## config.mk

```make
export PLATFORM = sky130hd
export DESIGN_NAME = vga_fb_scheduler
export DESIGN_NICKNAME = d
export VERILOG_FILES = /design/src/rtl/vga_fb_scheduler.sv
export SDC_FILE = /design/constraint.sdc
export NUM_CORES = 1
export LEC_CHECK = 0
export ABC_AREA = 1
export CAP_MARGIN = 20
export CORE_ASPECT_RATIO = 0.5
export CORE_MARGIN = 8
export CORE_UTILIZATION = 55
export DETAILED_ROUTE_END_ITERATION = 10
export GPL_ROUTABILITY_DRIVEN = 1
export GPL_TIMING_DRIVEN = 0
export PLACE_DENSITY = 0.81
export SLEW_MARGIN = 20
export SYNTH_ARGS = -nofsm -noshare
export SYNTH_HDL_FRONTEND = slang
export SYNTH_SLANG_ARGS = --single-unit
```

## constraint.sdc

```tcl
create_clock -name clk -period 3.4 [get_ports clk]
set_clock_uncertainty 0.05 [all_clocks]
set_input_delay 1.02 -clock clk [delete_from_list [all_inputs] [get_ports clk]]
set_output_delay 1.02 -clock clk [all_outputs]
set_load 0.05 [all_outputs]
```

## src/rtl/vga_fb_scheduler.sv

```systemverilog
// rtl/vga_fb_scheduler.sv - shares one SRAM port between VGA pixel prefetch and a framebuffer writer
module vga_fb_scheduler #(
  parameter int ADDR_BITS  = 20,
  parameter int DATA_BITS  = 16,
  parameter int H_VISIBLE  = 640,
  parameter int V_VISIBLE  = 480,
  parameter int FIFO_DEPTH = 8,
  parameter int LOW_WATER  = 4
) (
  input  logic                 clk,
  input  logic                 reset,
  input  logic                 vga_visible,
  output logic                 vga_enable,
  output logic [DATA_BITS-1:0] pixel_data,
  output logic                 underflow,
  input  logic                 wr_valid,
  input  logic [ADDR_BITS-1:0] wr_addr,
  input  logic [DATA_BITS-1:0] wr_data,
  output logic                 wr_ready,
  output logic                 mem_req,
  output logic                 mem_we,
  output logic [ADDR_BITS-1:0] mem_addr,
  output logic [DATA_BITS-1:0] mem_wdata,
  input  logic                 mem_ready,
  input  logic                 mem_rvalid,
  input  logic [DATA_BITS-1:0] mem_rdata
);
  localparam int PW = $clog2(FIFO_DEPTH);
  localparam int CW = PW + 1;
  localparam logic [CW-1:0] DEPTH_C = CW'(FIFO_DEPTH);
  localparam logic [CW-1:0] LOW_C = CW'(LOW_WATER);
  localparam logic [ADDR_BITS-1:0] LAST_ADDR = ADDR_BITS'(H_VISIBLE * V_VISIBLE - 1);

  logic [DATA_BITS-1:0] fifo_mem [FIFO_DEPTH];
  logic [PW-1:0]        head;
  logic [PW-1:0]        tail;
  logic [CW-1:0]        level;
  logic [CW-1:0]        pending;
  logic [CW-1:0]        credit;
  logic [ADDR_BITS-1:0] rd_addr;
  logic                 stale;
  logic                 urgent;
  logic                 sel_write;
  logic                 sel_read;
  logic                 rd_accept;
  logic                 push;
  logic                 pop;
  logic                 starve;

  // Credit counts every slot already spoken for, so reads never overrun the FIFO.
  always_comb begin
    credit    = level + pending;
    urgent    = credit < LOW_C;
    sel_write = !urgent && wr_valid;
    sel_read  = urgent || (!wr_valid && (credit < DEPTH_C));
    mem_req   = !reset && (sel_read || sel_write);
    mem_we    = !reset && sel_write;
    mem_addr  = sel_write ? wr_addr : rd_addr;
    mem_wdata = sel_write ? wr_data : '0;
    wr_ready  = mem_we && mem_ready;
    rd_accept = mem_req && !sel_write && mem_ready;
    push      = mem_rvalid && !stale;
    pop       = vga_enable && vga_visible && (level != '0);
    starve    = vga_enable && vga_visible && (level == '0);
  end

  assign pixel_data = (level != '0) ? fifo_mem[head] : '0;

  // Returns still in flight from before a reset are dropped until the first new read is accepted.
  always_ff @(posedge clk or posedge reset) begin
    if (reset) begin
      rd_addr    <= '0;
      level      <= '0;
      pending    <= '0;
      head       <= '0;
      tail       <= '0;
      vga_enable <= 1'b0;
      underflow  <= 1'b0;
      stale      <= 1'b1;
    end else begin
      if (rd_accept) begin
        rd_addr <= (rd_addr == LAST_ADDR) ? '0 : rd_addr + ADDR_BITS'(1);
        stale   <= 1'b0;
      end
      if (rd_accept && !push) begin
        pending <= pending + CW'(1);
      end else if (!rd_accept && push) begin
        pending <= pending - CW'(1);
      end
      if (push) begin
        tail <= tail + PW'(1);
      end
      if (pop) begin
        head <= head + PW'(1);
      end
      if (push && !pop) begin
        level <= level + CW'(1);
      end else if (!push && pop) begin
        level <= level - CW'(1);
      end
      if (level == DEPTH_C) begin
        vga_enable <= 1'b1;
      end
      if (starve) begin
        underflow <= 1'b1;
      end
    end
  end

  always_ff @(posedge clk) begin
    if (push) begin
      fifo_mem[tail] <= mem_rdata;
    end
  end
endmodule
```

; Yosys cells after proc, flatten, opt, wreduce, memory -nomap -nowiden
; Memory sizes are Yosys's and may differ from the RTL's.
; Index checks and enable logic that the tools add are counted.
; Widths: inputs -> output; s select.
[word_totals]
rom_bits = 0
regBits = 37
ramBits = 128
wordCells = 60
memories = 1
latch_bits = 0
out_inout_bits = 57
[classes]
eq_ne = 2
muxes = 10
n_addsub = 8
n_mul = 0
div = 0
bitwise = 0
n_shift = 0
n_reduce_logical = 29
n_lt_le_gt_ge = 2
[memory_table]
columns = memory, depth, word_bits, read_ports, rd_clocked_by_memory_dff, write_ports, line_no
row1 = fifo_mem, 8, 16, 1, 0, 1, 34  ; logic [DATA_BITS-1:0] fifo_mem [FIFO_DEPTH];
[ops]
columns = operator, count
row1 = $mux 20, 2
row2 = $mux 16, 2
row3 = $add 20x1->20 const B, 1
row4 = $eq 20x19->1 const B, 1
row5 = $mux 4, 4
row6 = $logic_and 1x1->1, 15
row7 = $add 4x1->4 const B, 2
row8 = $logic_not 1->1, 8
row9 = $sub 4x1->4 const B, 2
row10 = $add 3x1->3 const B, 2
row11 = $add 4x4->4, 1
row12 = $eq 4x4->1 const B, 1
row13 = $logic_not 4->1, 1
row14 = $lt 4x3->1 const B, 1
row15 = $lt 4x4->1 const B, 1
row16 = $reduce_bool 2->1, 2
row17 = $reduce_bool 4->1, 1
row18 = $logic_or 1x1->1, 2
row19 = $mux 1, 2

; Logic depth before layout (Yosys ltp)
[logic_depth]
ltp_word = 12
depth_mapped = 18

; Worst setup path before layout
; OpenSTA, ideal clock, no wires.
[synth_path]
path_type = input port to output port
start = input port wr_valid
end = output port wr_ready
path_stages = 4
required_ns = 2.330
path_slack_ns = -0.345
arrival_time_ns = 2.675
cell_sequence = buf_1 -> nand2_4 -> buf_2 -> nor3_1
[synth_between]
elab_chain_cells = 3
[synth_rtl]
columns = item, line_no
row1 = from (decl), 16  ; input logic wr_valid,
row2 = $logic_and 1x1->1, 54  ; sel_write = !urgent && wr_valid;
row3 = $logic_and 1x1->1, 57  ; mem_we = !reset && sel_write;
row4 = $logic_and 1x1->1, 60  ; wr_ready = mem_we && mem_ready;
row5 = to (decl), 19  ; output logic wr_ready,
; Every way passes these cells.

; Final worst setup path
[layout_path]
start = input port wr_valid
end = output port mem_addr[13]
[layout_between]
elab_chain_cells = 2
[layout_rtl]
columns = item, line_no
row1 = $logic_and 1x1->1, 54
row2 = $mux 20, 58  ; mem_addr = sel_write ? wr_addr : rd_addr;
row3 = to (decl), 22  ; output logic [ADDR_BITS-1:0] mem_addr,
; Every way passes these cells.

==> out/results.env <==
DETAIL-ROUTE-ANTENNA-NETS=0
GRT_PASS1_VIAS=6687
HTREE_NUM_LEVELS=4
SHARE_CLK_OF_TOTAL_POWER_PCT=18.8
SETUP_TNS_NS=0
REPORT.FINAL.HOLD_VIOL_COUNT=0
TIMING.CRITICAL_PATH.SLOWEST_STAGE_CELL='clkdlybuf4s50_1'
WORST-SETUP-PATH-TYPE='input port to output port'
MAPPEDNETLISTAREA_UM2=7810
CHIPHEIGHT_UM=100
P_INT_mW=5.34
DESIGN.CORE.AREA_UM2=13700
DESIGN.PORTCOUNT=115
MAXSLEWVIOLCOUNT=0
GRTUSAGETOTAL_PCT=24.0
VIASPERCELL=5.61
END_KIND='output port'
FLOORPLAN.INITIALDENSITY_PCT=57.0
REGISTER_AREA_UM2=4780
CTS.PATH.MAX_BUFFERS=2
LAYOUT_WORST_PATH_CYCLE_SHARE_PCT=98.6
ROUTED_WIRE_LENGTH_PER_INSTANCE_UM=19.1
FILLERS=953
DRIVE_GT1_SHARE_PCT=19.5
WORST_PATH_LARGEST_CELL_DELAY_NS=0.50
DRV.MAX_CAP_VIOLATION_COUNT=0
ARRIVAL_NS=2.28
POSTSYNTHAREAPERCELL_UM2=9.76
DETAILED_PLACE_HPWL_UM=15100
TOTALPOWERFINAL_mW=10.3
DRT_PASS1_ITERATIONS=7
SYNTHESIZED_INSTANCE_COUNT=800
DETAILROUTE.VIA_COUNT=6487
PATH_CLK_SLEW_NS=0.07
REG2REG_FROM='pending[2]$_DFFE_PP0P_'
WORST_PATH_DOMINANT_CELL_FAMILY='buffers and inverters'
CTS_HOLD_BUF=0
DIE_AREA_UM2=18500
CTSROOTBUFFERMASTER='clkbuf_16'
GLOBALPLACE.CONGESTION=0.927
POWER_SWITCHING_SHARE_PCT=48.0
FP-ROW-COUNT=30
STARTPOINT_TYPE_OF_THE_WORST_SETUP_PATH='input port'
UNREPAIRED_SETUP_ENDPOINTS_AFTER_GLOBAL_ROUTING='yes'
DIE_WIDTH_UM=185
SYNTH_SEQUENTIAL_AREA_RATIO_PCT=61.1
DRC_ERRORS=0
SYN_NETS=871
AREA_TAKEN_BY_MULTI_INPUT_LOGIC_GATES_UM2=2740
DETAILEDROUTE.FIRSTITERATIONVIOLATIONS=646
FINALSETUPVIOLATIONS=0
TRITONCTS='built'
MAX_FREQ_MHz=298
NUM_ANTENNA_CELLS=0
LEAKAGE_nW=4.09
CRITICAL_PATH.CELL_CHAIN='clkdlybuf4s50_1 -> buf_6 -> nand2_8 -> clkbuf_16 -> a21oi_1 -> buf_4'
YOSYS_REGISTER_BITS=165
POST_ROUTE_WL_UM=22000
POWER_PER_CELL_AREA_nW_PER_UM2=1020
CTS.SINKS=165
POST_SYNTHESIS_ASYNC_SET_OR_RESET_FLOP_SHARE_PCT=22.4
FINALWORSTPATHREQUIREDPERIOD_NS=3.35
P_COMB_SHARE_PCT=55.2
SYNTH_FLOP_CELL='edfxtp_1'
TRITONCTS.NUM_BUFFERS=17
SEQUENTIAL_SHARE_OF_POWER_PCT=26.0
STATUS='complete, no violations'
NUMBER_OF_ANTENNA_VIOLATIONS_AT_THE_FIRST_CHECK_IN_GLOBAL_ROUTING=0
GRT_START_MAX_NET_PINS=29
COUNT_OF_FLIP_FLOPS_WITH_A_BUILT_IN_ENABLE_AFTER_SYNTHESIS=128
CRIT_REQUIRED_NS=2.33
FINAL_CELL_MIX='161 x nor2_1, 130 x nand2_1, 128 x edfxtp_1'
FINAL_NETS=1022
SYNTHTOLAYOUTAREAGROWTH_PCT=29.0
REMAINING_GLOBAL_ROUTE_OVERFLOW=0
FIRST_PASS_GRT_WIRE_LENGTH_UM=34400
WORST_SLEW_MARGIN_REL_PCT=36.5
TIMING.CRITICAL_PATH.FROM='wr_valid'
VDD_DROP_MAX_uV=695
CRITICAL_PATH_BUF_INV_COUNT=4
MOSTFREQUENTLAYOUTCELL='nor2_1'
NETSWITCHINGPOWER_mW=4.93
BUFFER_PORTS.INSERTED=114
CLK-INSERTION-DELAY-LATE_NS=0.43
CRITPATHMAXFANOUT=8
WORSTMARGINPINSLEW_NS=0.952
SYNTH.YOSYS.WARNINGS=0
HOLDCRITSTARTPOINT='stale$_DFFE_PP1P_'
HOLD_CLASS='flop to flop'
YOSYSUNIQUECELLTYPES=39
-- final cells by class --
class	count	share of cell area, %
multi-input cells	539	27.2
clock inverters	15	1.66
repair buffers	132	12.1
flip-flops and latches	165	47.4
clock buffers	17	4.22
plain buffers	37	2.79
inverters	59	2.20
well taps	192	2.38
-- worst reg2reg max path, cell delays in order, from the launching register on --
cell and delay (ns):
dfrtp_2 0.43, ha_4 0.27, a21oi_4 0.17, nand2_2 0.07
nand2_2 0.09, nand2_1 0.09, a21oi_4 0.19, nand3_2 0.14
inv_1 0.11, ha_1 0.20, inv_1 0.10, ha_1 0.29
a21o_1 0.18, a21oi_1 0.15, xor2_1 0.15, nand2_1 0.06
o21ai_0 0.07
-- path summary, 6_finish.rpt --
kind                       cells past startpoint  slack, ns                       to
setup / recovery                               6       0.05             mem_addr[13]
max in group asynchronous                      3       1.85        stale$_DFFE_PP1P_
min in group asynchronous                      2       0.96  rd_addr[18]$_DFFE_PP0P_
setup reg to reg                              16       0.50   pending[3]$_DFFE_PP0P_
hold reg to reg                                2       0.41        stale$_DFFE_PP1P_
hold / removal                                 2       0.41        stale$_DFFE_PP1P_
-- timing repair --
item | 4_1_cts | 5_1_grt
setup buffers | 3 | 5
gates resized for setup | 325 | 87
gates cloned | 0 | 2
pin swaps | 1 | 6
setup endpoints to repair | 55 | 54
-- per-stage QoR --
step	cell area (µm²)	utilization (%)	setup WS [ns]	hold WS, ns	std cells
2_1_floorplan	7820	-	-0.0883	0.386	800
3_3_place_gp	9200	67.2	-1.11	0.395	1106
3_5_place_dp	9330	68.1	-1.10	0.398	1114
4_1_cts	9850	71.9	0.000145	0.409	1149
5_1_grt	10100	73.5	-0.0177	0.439	1156
6_report	10100	73.5	0.0465	0.408	1156
-- synth_stat cells, drive strengths merged (14+ instances only) --
cell type	n	area, µm²
dfrtp	36	901
nand3	44	243
o21ai	87	435
a21oi	19	110
inv	57	214
a31oi	16	100
edfxtp	128	3840
buf	21	129
nand2	137	527
nor2	172	651
xor2	14	123
o22ai	16	100
clkbuf	16	60.1
-- routing by layer --
layer | vias to the layer above | GRT usage, % | wire length, µm
met5 | - | 0 | 0
met4 | 0 | 8.13 | 449
met3 | 39 | 8.58 | 2420
met2 | 380 | 40.0 | 10400
met1 | 3049 | 28.5 | 8730
li1 | 3019 | - | -
-- power groups by stage --
stage	combinational (mW)	clock [mW]	sequential (mW)
2_1_floorplan	3.56	0	2.67
3_3_place_gp	5.18	0	2.69
3_5_place_dp	5.35	0	2.70
4_1_cts	5.28	1.94	2.66
5_1_grt	6.03	2.02	2.70
6_report	5.67	1.93	2.67
-- cell families (layout without fill, tap and decap cells) --
family | count (synthesis) | in the layout | share of synthesized area (%)
AO/OA/AOI/OAI | 142 | 142 | 9.95
AND/OR/NAND/NOR | 364 | 364 | 19.2
buffers and inverters | 96 | 260 | 5.25
flip-flops | 165 | 165 | 61.1
XOR/XNOR | 20 | 20 | 2.24
adder cells (fa/ha/maj) | 13 | 13 | 2.27
-- state kept, by name, summed over array words and instances (netlist names) --
signal and flops:
stale 1, fifo_mem 128, underflow 1, pending 4, rd_addr 20, head 3, tail 3, level 4
vga_enable 1
No activity file was read; power rests on OpenSTA's default activity.
